--- src/rtl/note_arbiter_pkg.sv ---
// Shared definitions for the note arbiter: note codes, owner/state encoding
// and the helper that folds out-of-range note codes onto "none".
package note_arbiter_pkg;

    typedef logic [3:0] note_t;

    localparam note_t NOTE_C5   = 4'd0;
    localparam note_t NOTE_B    = 4'd1;
    localparam note_t NOTE_A    = 4'd2;
    localparam note_t NOTE_G    = 4'd3;
    localparam note_t NOTE_F    = 4'd4;
    localparam note_t NOTE_E    = 4'd5;
    localparam note_t NOTE_D    = 4'd6;
    localparam note_t NOTE_C4   = 4'd7;
    localparam note_t NOTE_NONE = 4'd8;

    // The encoding doubles as the GRANT output value.
    typedef enum logic [1:0] {
        ST_IDLE   = 2'b00,
        ST_AUTO   = 2'b01,
        ST_MANUAL = 2'b10,
        ST_TAIL   = 2'b11
    } state_e;

    // Codes 9..15 are not notes; treat them as silence.
    function automatic note_t clean_note(input note_t n);
        return (n > NOTE_NONE) ? NOTE_NONE : n;
    endfunction

endpackage

--- src/rtl/note_arbiter_if.sv ---
// Bundle of the arbiter's request inputs and tone/autoplay outputs.
//   slave  : the arbiter (consumes key/autoplay/ack, drives tone/grant)
//   master : the surroundings (keyboard, sequencer, tone generator)
// Tone handshake: tone_valid rises with a new tone_note; tone_note is held
// stable while tone_valid is high; a cycle with tone_ack and tone_valid both
// high completes the transfer; tone_ack while tone_valid is low is ignored.
interface note_arbiter_if;
    import note_arbiter_pkg::*;

    logic        mode;
    logic        beat_tick;
    logic        key_req;
    note_t       key_note;
    note_t       auto_note;
    logic        tone_ack;
    note_t       tone_note;
    logic        tone_valid;
    logic        auto_run;
    logic        auto_restart;
    logic [1:0]  grant;

    modport slave (
        input  mode, beat_tick, key_req, key_note, auto_note, tone_ack,
        output tone_note, tone_valid, auto_run, auto_restart, grant
    );

    modport master (
        output mode, beat_tick, key_req, key_note, auto_note, tone_ack,
        input  tone_note, tone_valid, auto_run, auto_restart, grant
    );

endinterface

--- src/rtl/note_arbiter_tone_handshake.sv ---
// Offer register toward the shared tone generator.
//   req_note   : currently requested note (already cleaned)
//   tone_ack   : generator has loaded tone_note
//   tone_note  : offered note, stable while tone_valid is high
//   tone_valid : offered note is new and not yet acknowledged
// A new note is offered only while idle and only if it differs from the last
// acknowledged note; requests that come and go during a transfer are dropped.
module tone_handshake
    import note_arbiter_pkg::*;
(
    input  logic  clk,
    input  logic  rst,
    input  note_t req_note,
    input  logic  tone_ack,
    output note_t tone_note,
    output logic  tone_valid
);

    logic  valid_q, valid_d;
    note_t note_q, note_d;
    note_t last_ack_q, last_ack_d;

    always_comb begin
        valid_d    = valid_q;
        note_d     = note_q;
        last_ack_d = last_ack_q;
        if (valid_q) begin
            // Completion takes the whole cycle: the next offer can only be
            // evaluated once valid is low, giving at least one idle cycle.
            if (tone_ack) begin
                valid_d    = 1'b0;
                last_ack_d = note_q;
            end
        end else if (req_note != last_ack_q) begin
            note_d  = req_note;
            valid_d = 1'b1;
        end
    end

    always_ff @(posedge clk or posedge rst) begin
        if (rst) begin
            valid_q    <= 1'b0;
            note_q     <= NOTE_NONE;
            last_ack_q <= NOTE_NONE;
        end else begin
            valid_q    <= valid_d;
            note_q     <= note_d;
            last_ack_q <= last_ack_d;
        end
    end

    assign tone_note  = note_q;
    assign tone_valid = valid_q;

endmodule

--- src/rtl/note_arbiter.sv ---
// Arbitrates the single tone generator between the autoplay sequencer and the
// piano keys. A released key keeps ownership for HOLD_BEATS beat ticks (TAIL)
// before autoplay resumes where it paused.
//   clk, rst    : clock, asynchronous active-high reset
//   bus         : request inputs and tone/grant outputs (slave side)
//   state_dbg   : current owner state, for observation
module note_arbiter
    import note_arbiter_pkg::*;
#(
    parameter int HOLD_BEATS = 2
) (
    input  logic            clk,
    input  logic            rst,
    note_arbiter_if.slave   bus,
    output state_e          state_dbg
);

    state_e     state_q, state_d;
    logic [3:0] cnt_q, cnt_d;
    note_t      latch_q, latch_d;
    logic       restart_q, restart_d;
    note_t      req_note;

    localparam logic [3:0] LAST_TICK = 4'(HOLD_BEATS - 1);

    always_comb begin
        state_d   = state_q;
        cnt_d     = cnt_q;
        restart_d = 1'b0;
        // Track the most recent held key so TAIL keeps sounding it.
        latch_d   = bus.key_req ? clean_note(bus.key_note) : latch_q;

        case (state_q)
            ST_IDLE: begin
                if (bus.key_req) begin
                    state_d = ST_MANUAL;
                end else if (!bus.mode) begin
                    state_d   = ST_AUTO;
                    restart_d = 1'b1;
                end
            end
            ST_AUTO: begin
                if (bus.key_req) begin
                    state_d = ST_MANUAL;
                end else if (bus.mode) begin
                    state_d = ST_IDLE;
                end
            end
            ST_MANUAL: begin
                if (!bus.key_req) begin
                    state_d = ST_TAIL;
                    cnt_d   = 4'd0;
                end
            end
            ST_TAIL: begin
                if (bus.key_req) begin
                    state_d = ST_MANUAL;
                end else if (bus.beat_tick) begin
                    if (cnt_q == LAST_TICK) begin
                        // Resuming from TAIL never restarts the song.
                        state_d = bus.mode ? ST_IDLE : ST_AUTO;
                    end else begin
                        cnt_d = cnt_q + 4'd1;
                    end
                end
            end
            default: state_d = ST_IDLE;
        endcase
    end

    always_comb begin
        req_note = NOTE_NONE;
        case (state_q)
            ST_IDLE:   req_note = NOTE_NONE;
            ST_AUTO:   req_note = clean_note(bus.auto_note);
            ST_MANUAL: req_note = clean_note(bus.key_note);
            ST_TAIL:   req_note = latch_q;
            default:   req_note = NOTE_NONE;
        endcase
    end

    always_ff @(posedge clk or posedge rst) begin
        if (rst) begin
            state_q   <= ST_IDLE;
            cnt_q     <= 4'd0;
            latch_q   <= NOTE_NONE;
            restart_q <= 1'b0;
        end else begin
            state_q   <= state_d;
            cnt_q     <= cnt_d;
            latch_q   <= latch_d;
            restart_q <= restart_d;
        end
    end

    tone_handshake u_hs (
        .clk        (clk),
        .rst        (rst),
        .req_note   (req_note),
        .tone_ack   (bus.tone_ack),
        .tone_note  (bus.tone_note),
        .tone_valid (bus.tone_valid)
    );

    assign bus.grant        = state_q;
    assign bus.auto_run     = (state_q == ST_AUTO);
    assign bus.auto_restart = restart_q;
    assign state_dbg        = state_q;

endmodule
--- src/flat_wrapper.sv ---
// flat-port wrapper written by rule: the top's interface ports become plain ports
module note_arbiter_flat import note_arbiter_pkg::*;
#(
    parameter int HOLD_BEATS = 2
)
  (clk, rst, state_dbg, bus_mode, bus_beat_tick, bus_key_req, bus_key_note, bus_auto_note, bus_tone_ack, bus_tone_note, bus_tone_valid, bus_auto_run, bus_auto_restart, bus_grant);
  note_arbiter_if bus_i ();
  input  logic clk;
  input  logic rst;
  output state_e state_dbg;
  input wire logic [$bits(bus_i.mode)-1:0] bus_mode;
  input wire logic [$bits(bus_i.beat_tick)-1:0] bus_beat_tick;
  input wire logic [$bits(bus_i.key_req)-1:0] bus_key_req;
  input wire logic [$bits(bus_i.key_note)-1:0] bus_key_note;
  input wire logic [$bits(bus_i.auto_note)-1:0] bus_auto_note;
  input wire logic [$bits(bus_i.tone_ack)-1:0] bus_tone_ack;
  output wire logic [$bits(bus_i.tone_note)-1:0] bus_tone_note;
  output wire logic [$bits(bus_i.tone_valid)-1:0] bus_tone_valid;
  output wire logic [$bits(bus_i.auto_run)-1:0] bus_auto_run;
  output wire logic [$bits(bus_i.auto_restart)-1:0] bus_auto_restart;
  output wire logic [$bits(bus_i.grant)-1:0] bus_grant;
  assign bus_i.mode = bus_mode;
  assign bus_i.beat_tick = bus_beat_tick;
  assign bus_i.key_req = bus_key_req;
  assign bus_i.key_note = bus_key_note;
  assign bus_i.auto_note = bus_auto_note;
  assign bus_i.tone_ack = bus_tone_ack;
  assign bus_tone_note = bus_i.tone_note;
  assign bus_tone_valid = bus_i.tone_valid;
  assign bus_auto_run = bus_i.auto_run;
  assign bus_auto_restart = bus_i.auto_restart;
  assign bus_grant = bus_i.grant;
  note_arbiter #(.HOLD_BEATS(HOLD_BEATS)) u_core (.clk(clk), .rst(rst), .bus(bus_i), .state_dbg(state_dbg));
endmodule
--- config.mk ---
export PLATFORM = sky130hd
export DESIGN_NAME = note_arbiter_flat
export DESIGN_NICKNAME = d
export VERILOG_FILES = /design/src/rtl/note_arbiter_pkg.sv /design/src/rtl/note_arbiter_if.sv /design/src/rtl/note_arbiter_tone_handshake.sv /design/src/rtl/note_arbiter.sv /design/src/flat_wrapper.sv
export SDC_FILE = /design/constraint.sdc
export NUM_CORES = 1
export LEC_CHECK = 0
export CAP_MARGIN = 30
export CORE_ASPECT_RATIO = 1.25
export CORE_MARGIN = 1.5
export CORE_UTILIZATION = 35
export CTS_CLUSTER_SIZE = 12
export DETAILED_ROUTE_END_ITERATION = 6
export GPL_TIMING_DRIVEN = 0
export SYNTH_ARGS = -nofsm -noshare
export SYNTH_HDL_FRONTEND = slang
export SYNTH_HIERARCHICAL = 1
export SYNTH_SLANG_ARGS = --single-unit
--- constraint.sdc ---
create_clock -name clk -period 4.1 [get_ports clk]
set_input_delay 0.82 -clock clk [delete_from_list [all_inputs] [get_ports clk]]
set_output_delay 0.82 -clock clk [all_outputs]
set_load 0.005 [all_outputs]
After elaboration in Yosys (flattened, before gate mapping)

Cells that the tools add are included.

Flip-flop bits (word level): 20
Word-level logic and storage cells: 54

Add/sub/neg operators: 1
Bitwise operators: 1
Reductions and logical operators: 6
Order comparisons: 2
Multiplexer cells: 24
Equality and inequality tests: 13

Operators with widths:

| kind                                                                  | count |
|---|---|
| 4-bit two-way mux                                                     | 6 |
| 2-bit two-way mux                                                     | 8 |
| 4-bit case mux with 4 select lines                                    | 1 |
| 5-bit AND reduction                                                   | 2 |
| 3-bit != test, second input constant                                  | 3 |
| 4-bit greater-than comparator, second input constant                  | 2 |
| 2-bit != test, second input constant                                  | 4 |
| 2-bit case mux with 4 select lines                                    | 1 |
| 4-bit case mux with 2 select lines                                    | 1 |
| 1-bit two-way mux                                                     | 7 |
| 4-bit by 1-bit adder with 4-bit output, second input constant         | 1 |
| 2-bit equality test, second input constant                            | 2 |
| 4-bit by 1-bit equality test with 1-bit output, second input constant | 1 |
| 4-bit != test                                                         | 1 |
| 2-bit AND reduction                                                   | 2 |
| 3-bit by 2-bit != test with 1-bit output, second input constant       | 1 |
| 2-bit by 1-bit equality test with 1-bit output, second input constant | 1 |
| 2-bit logical NOT                                                     | 1 |
| 2-bit nonzero test                                                    | 1 |
| 1-bit NOT                                                             | 1 |

Depth between registers and ports, before layout

Depth after elaboration: 6
Mapped depth: 7
Depth with buffers taken out: 6

By module

Netlist, hierarchy kept.

By module, submodules not included:

| module         | area an instance (µm²) | sequential area each (µm²) | cells an instance | times used |
|---|---|---|---|---|
| note_arbiter   | 704.4                  | 276.5                      | 73                | 1 |
| tone_handshake | 397.9                  | 227.7                      | 26                | 1 |

Worst setup path after synthesis

OpenSTA, ideal clock, no wires.

Path type: input to register
Start: input port bus_auto_note[3]
End: register u_core.u_hs.note_q[0] (netlist: u_core/u_hs/tone_note[0])
Library setup time: 0.128 ns
Path slack: 2.019 ns
Arrival: 1.953 ns
Stages on the path: 6
Data required time: 3.972 ns
Cells stage by stage: nor3b_1 > a21oi_1 > mux2i_1 > xnor2_2 > a41oi_2 > mux2_1

Cells in the longest elaborated chain, start to end: 5

Ends and longest elaborated chain:

| element                              | line                              | source |
|---|---|---|
| from (decl)                          | flat_wrapper.sv:15                | `input wire logic [$bits(bus_i.auto_note)-1:0] bus_auto_note;` |
| 4-bit greater-than comparator *      | note_arbiter_pkg.sv:27            | `return (n > NOTE_NONE) ? NOTE_NONE : n;` |
| 4-bit two-way mux *                  | note_arbiter_pkg.sv:27            |  |
| 4-bit case mux with 4 select lines * | note_arbiter.sv:73                | `case (state_q)` |
| net u_core.req_note[0]               | note_arbiter.sv:22                | `note_t req_note;` |
| 4-bit != test                        | note_arbiter_tone_handshake.sv:34 | `end else if (req_note != last_ack_q) begin` |
| 2-bit AND reduction (no line)        | --                                |  |
| to (signal assigned)                 | note_arbiter_tone_handshake.sv:47 | `note_q <= note_d;` |
| to (decl)                            | note_arbiter_tone_handshake.sv:20 | `note_t note_q, note_d;` |

Mark *: on every way through the listed nets, which the timed path passes. The rest lies on a longest branch.
A chain may end at the register's enable or synchronous reset.

Final worst setup path

Start: register u_core.state_q[0] (netlist: u_core/bus.grant[0])
End: output port bus_auto_run

Cells in the longest elaborated chain, start to end: 1

Ends and longest elaborated chain:

| element                                        | line                | source |
|---|---|---|
| from (decl)                                    | note_arbiter.sv:18  | `state_e state_q, state_d;` |
| from (signal assigned)                         | note_arbiter.sv:89  | `state_q <= state_d;` |
| 2-bit by 1-bit equality test with 1-bit output | note_arbiter.sv:106 | `assign bus.auto_run = (state_q == ST_AUTO);` |
| to (decl)                                      | flat_wrapper.sv:19  | `output wire logic [$bits(bus_i.auto_run)-1:0] bus_auto_run;` |

Every way passes these cells.

==> flow_metrics.tcl <==
set metrics [dict create \
    run_status "completed" \
    avgRoutedWirePerCell_um 13.67 \
    seq_area_um2 504.2 \
    finClkSkew_ps 9.604 \
    multi_input_area_um2 528.0 \
    crit_arrival_ps 1700 \
    viasPerCell 5.086 \
    post-route-drc-count 0 \
    clockBufferDepth 2 \
    antenna_found_initial 0 \
    clk_pin_slew_worst_paths_ps 110 \
    grt_max_degree 12 \
    start_util_pct 37.08 \
    power_density_nw_per_um2 478.9 \
    power_leakage_nw 0.6064 \
    root_buffer "clkbuf_4" \
    critPathLaunchType "flip-flop" \
    slowest_stage "clkdlybuf4s50_1" \
    tightest_slew_ps 585.2 \
    die_h_um 65.75 \
    cts_tree "done" \
    cts-buffers-inserted 3 \
    drtAntennaViolNets 0 \
    globalplace.congestion 0.6788 \
    row_count 22 \
    relSlewSlack_pct 60.90 \
    ys_warn_count 6 \
    die_w_um 53.20 \
    synthesis.area_um2 1102 \
    synthTopCellsByArea "dfrtp_1, dfstp_2, mux2_1" \
    crit_chain "buf_2, nor2b_1, clkdlybuf4s50_1" \
    final_layout_size_suffix_gt1_share_pct 14.96 \
    finalInstanceArea_um2 1414 \
    nets 144 \
    layout_commonest_cell "clkdlybuf4s50_1" \
    dp_hpwl_um 1702 \
    ys.flop_type "dfrtp_1" \
    yosysTopAreaCell "dfrtp_1" \
    synthCells 99 \
    port_buffers 24 \
    vias 829 \
    rsz0062_at_grt "no" \
    setup-tns-final_ps 0 \
    synth_edf_count 0 \
    cts_resized 0 \
    post_cts_buffers 0 \
    antenna_cells 0 \
    avgSynthCellArea_um2 11.13 \
    fill_cells 304 \
    holdBufCountCts 0 \
    post_dp_cell_area_um2 1388 \
    syn-num-nets 115 \
    grt_pass1_vias 821 \
    slew_viol_final 0 \
    min-delay-start "u_core/u_hs/tone_note[1]" \
    ios 25 \
    synth-async-reset-ratio_pct 100.0 \
    cp.required_ps 3280 \
    cp-end-kind "output port" \
    grtUsageTotal_pct 14.15 \
    areaGrowthSynthToFinish_pct 28.26 \
    grt_overflow 0 \
    ys_ff_latch 20 \
    yosys.area.top_type_share_pct 38.59 \
    coreArea_um2 2973 \
    ys_types 33 \
    worstPathMaxFanout 10 \
    dieArea_um2 3497 \
    maxCapViolCount 0 \
    drt_iter0_drc 19 \
    finalSetupViolations 0 \
    timing.fmax_mhz 396.8 \
    grt_pass1_wl_um 3705 \
    path_delay_family "buffers and inverters" \
    yosysSeqAreaShare_pct 45.74 \
    report.final.hold_viol_count 0 \
    p_total_mw 0.6771 \
    routed_wl_um 2229 \
    crit_start "u_core/bus.grant[0]" \
    critPathMaxStageDelay_ps 500 \
    clk_latency_ps 290 \
    critical_path.n_buffers_inverters 2 \
    layout_common_cells "clkdlybuf4s50_1, dfrtp_1, inv_1" \
    timing.final.crit_share_pct 61.46 \
    cts_sinks 20 \
    period_minus_slack_ps 2520 \
    crit_type "reg2out" \
    htreeDepth 1 \
    irDropWorstVdd_uv 274.9 \
    hp-class "reg2reg" \
    drtPass1Iterations 4 \
]
synthesized netlist by cell type (3+ instances only):
cell type	n
mux2i_1	4
xnor2_1	3
nor3b_1	4
inv_1	8
mux2_1	6
mux2_2	4
dfrtp_1	17
a21oi_1	3
nand2_1	4
nand3b_1	6
dfstp_2	3
a22oi_1	3
o21ai_0	4
nor2_1	3
cells by family (layout without fill, tap and decap cells):
kind of cell    count (synthesis)  in the layout  synth area share, %
compound gates                 16             16                10.33
xor+xnor                        4              4                3.860
fa+ha+maj                       2              2                2.270
buf+inv                        14             42                6.356
flops                          20             20                45.74
mux                            14             14                13.85
simple gates                   29             29                17.59
flip-flops by register name, indices dropped and copies added (netlist names), named ones only:
register                 cells
u_core/cnt_q                 4
u_core/latch_q               4
u_core/u_hs/last_ack_q       4
u_core/u_hs/tone_note        4
u_core/bus.auto_restart      1
u_core/bus.grant             1
u_core/u_hs/tone_valid       1
power by group:
| group | switching [mW] | internal (mW) |
|---|---|---|
| logic | 0.113 | 0.157 |
| clock network | 0.0574 | 0.0378 |
| registers | 0.0489 | 0.263 |
routing by layer:
metal,vias up,global-route usage (%),share of wire [%]
met5,-,0,0
met4,0,2.885,0.36
met3,2,1.591,4.0
met2,18,26.09,52
met1,402,17.30,43
li1,407,-,-
per-stage QoR:
step           setup slack [ps]  util (%)  cells  hold WS (ps)
2_1_floorplan              2019         -     99         497.5
3_3_place_gp               1292     46.68    159         492.3
5_1_grt                    1436     47.56    163         554.0
3_5_place_dp               1244     46.68    159         503.6
4_1_cts                    1546     47.56    163         536.2
6_report                   1580     47.56    163         529.4
layout make-up:
cell class | instances | area share, %
timing repair buffer | 24 | 16.99
buffer | 6 | 2.832
clock buffer | 4 | 1.858
inverter | 8 | 2.124
multi-input combinational | 65 | 37.34
tap | 36 | 3.186
sequential | 20 | 35.66
worst paths after layout:
kind | endpoint | slack (ps) | cells past startpoint
max in group asynchronous | u_core/latch_q[3] | 2900 | 2
min in group asynchronous | u_core/u_hs/last_ack_q[0] | 800 | 2
setup / recovery | bus_auto_run | 1580 | 3
setup reg to reg | u_core/u_hs/tone_note[2] | 1990 | 7
hold reg to reg | u_core/u_hs/tone_note[1] | 530 | 1
hold / removal | u_core/u_hs/tone_note[1] | 530 | 1
Note: power is estimated with default switching activity, not from simulation.
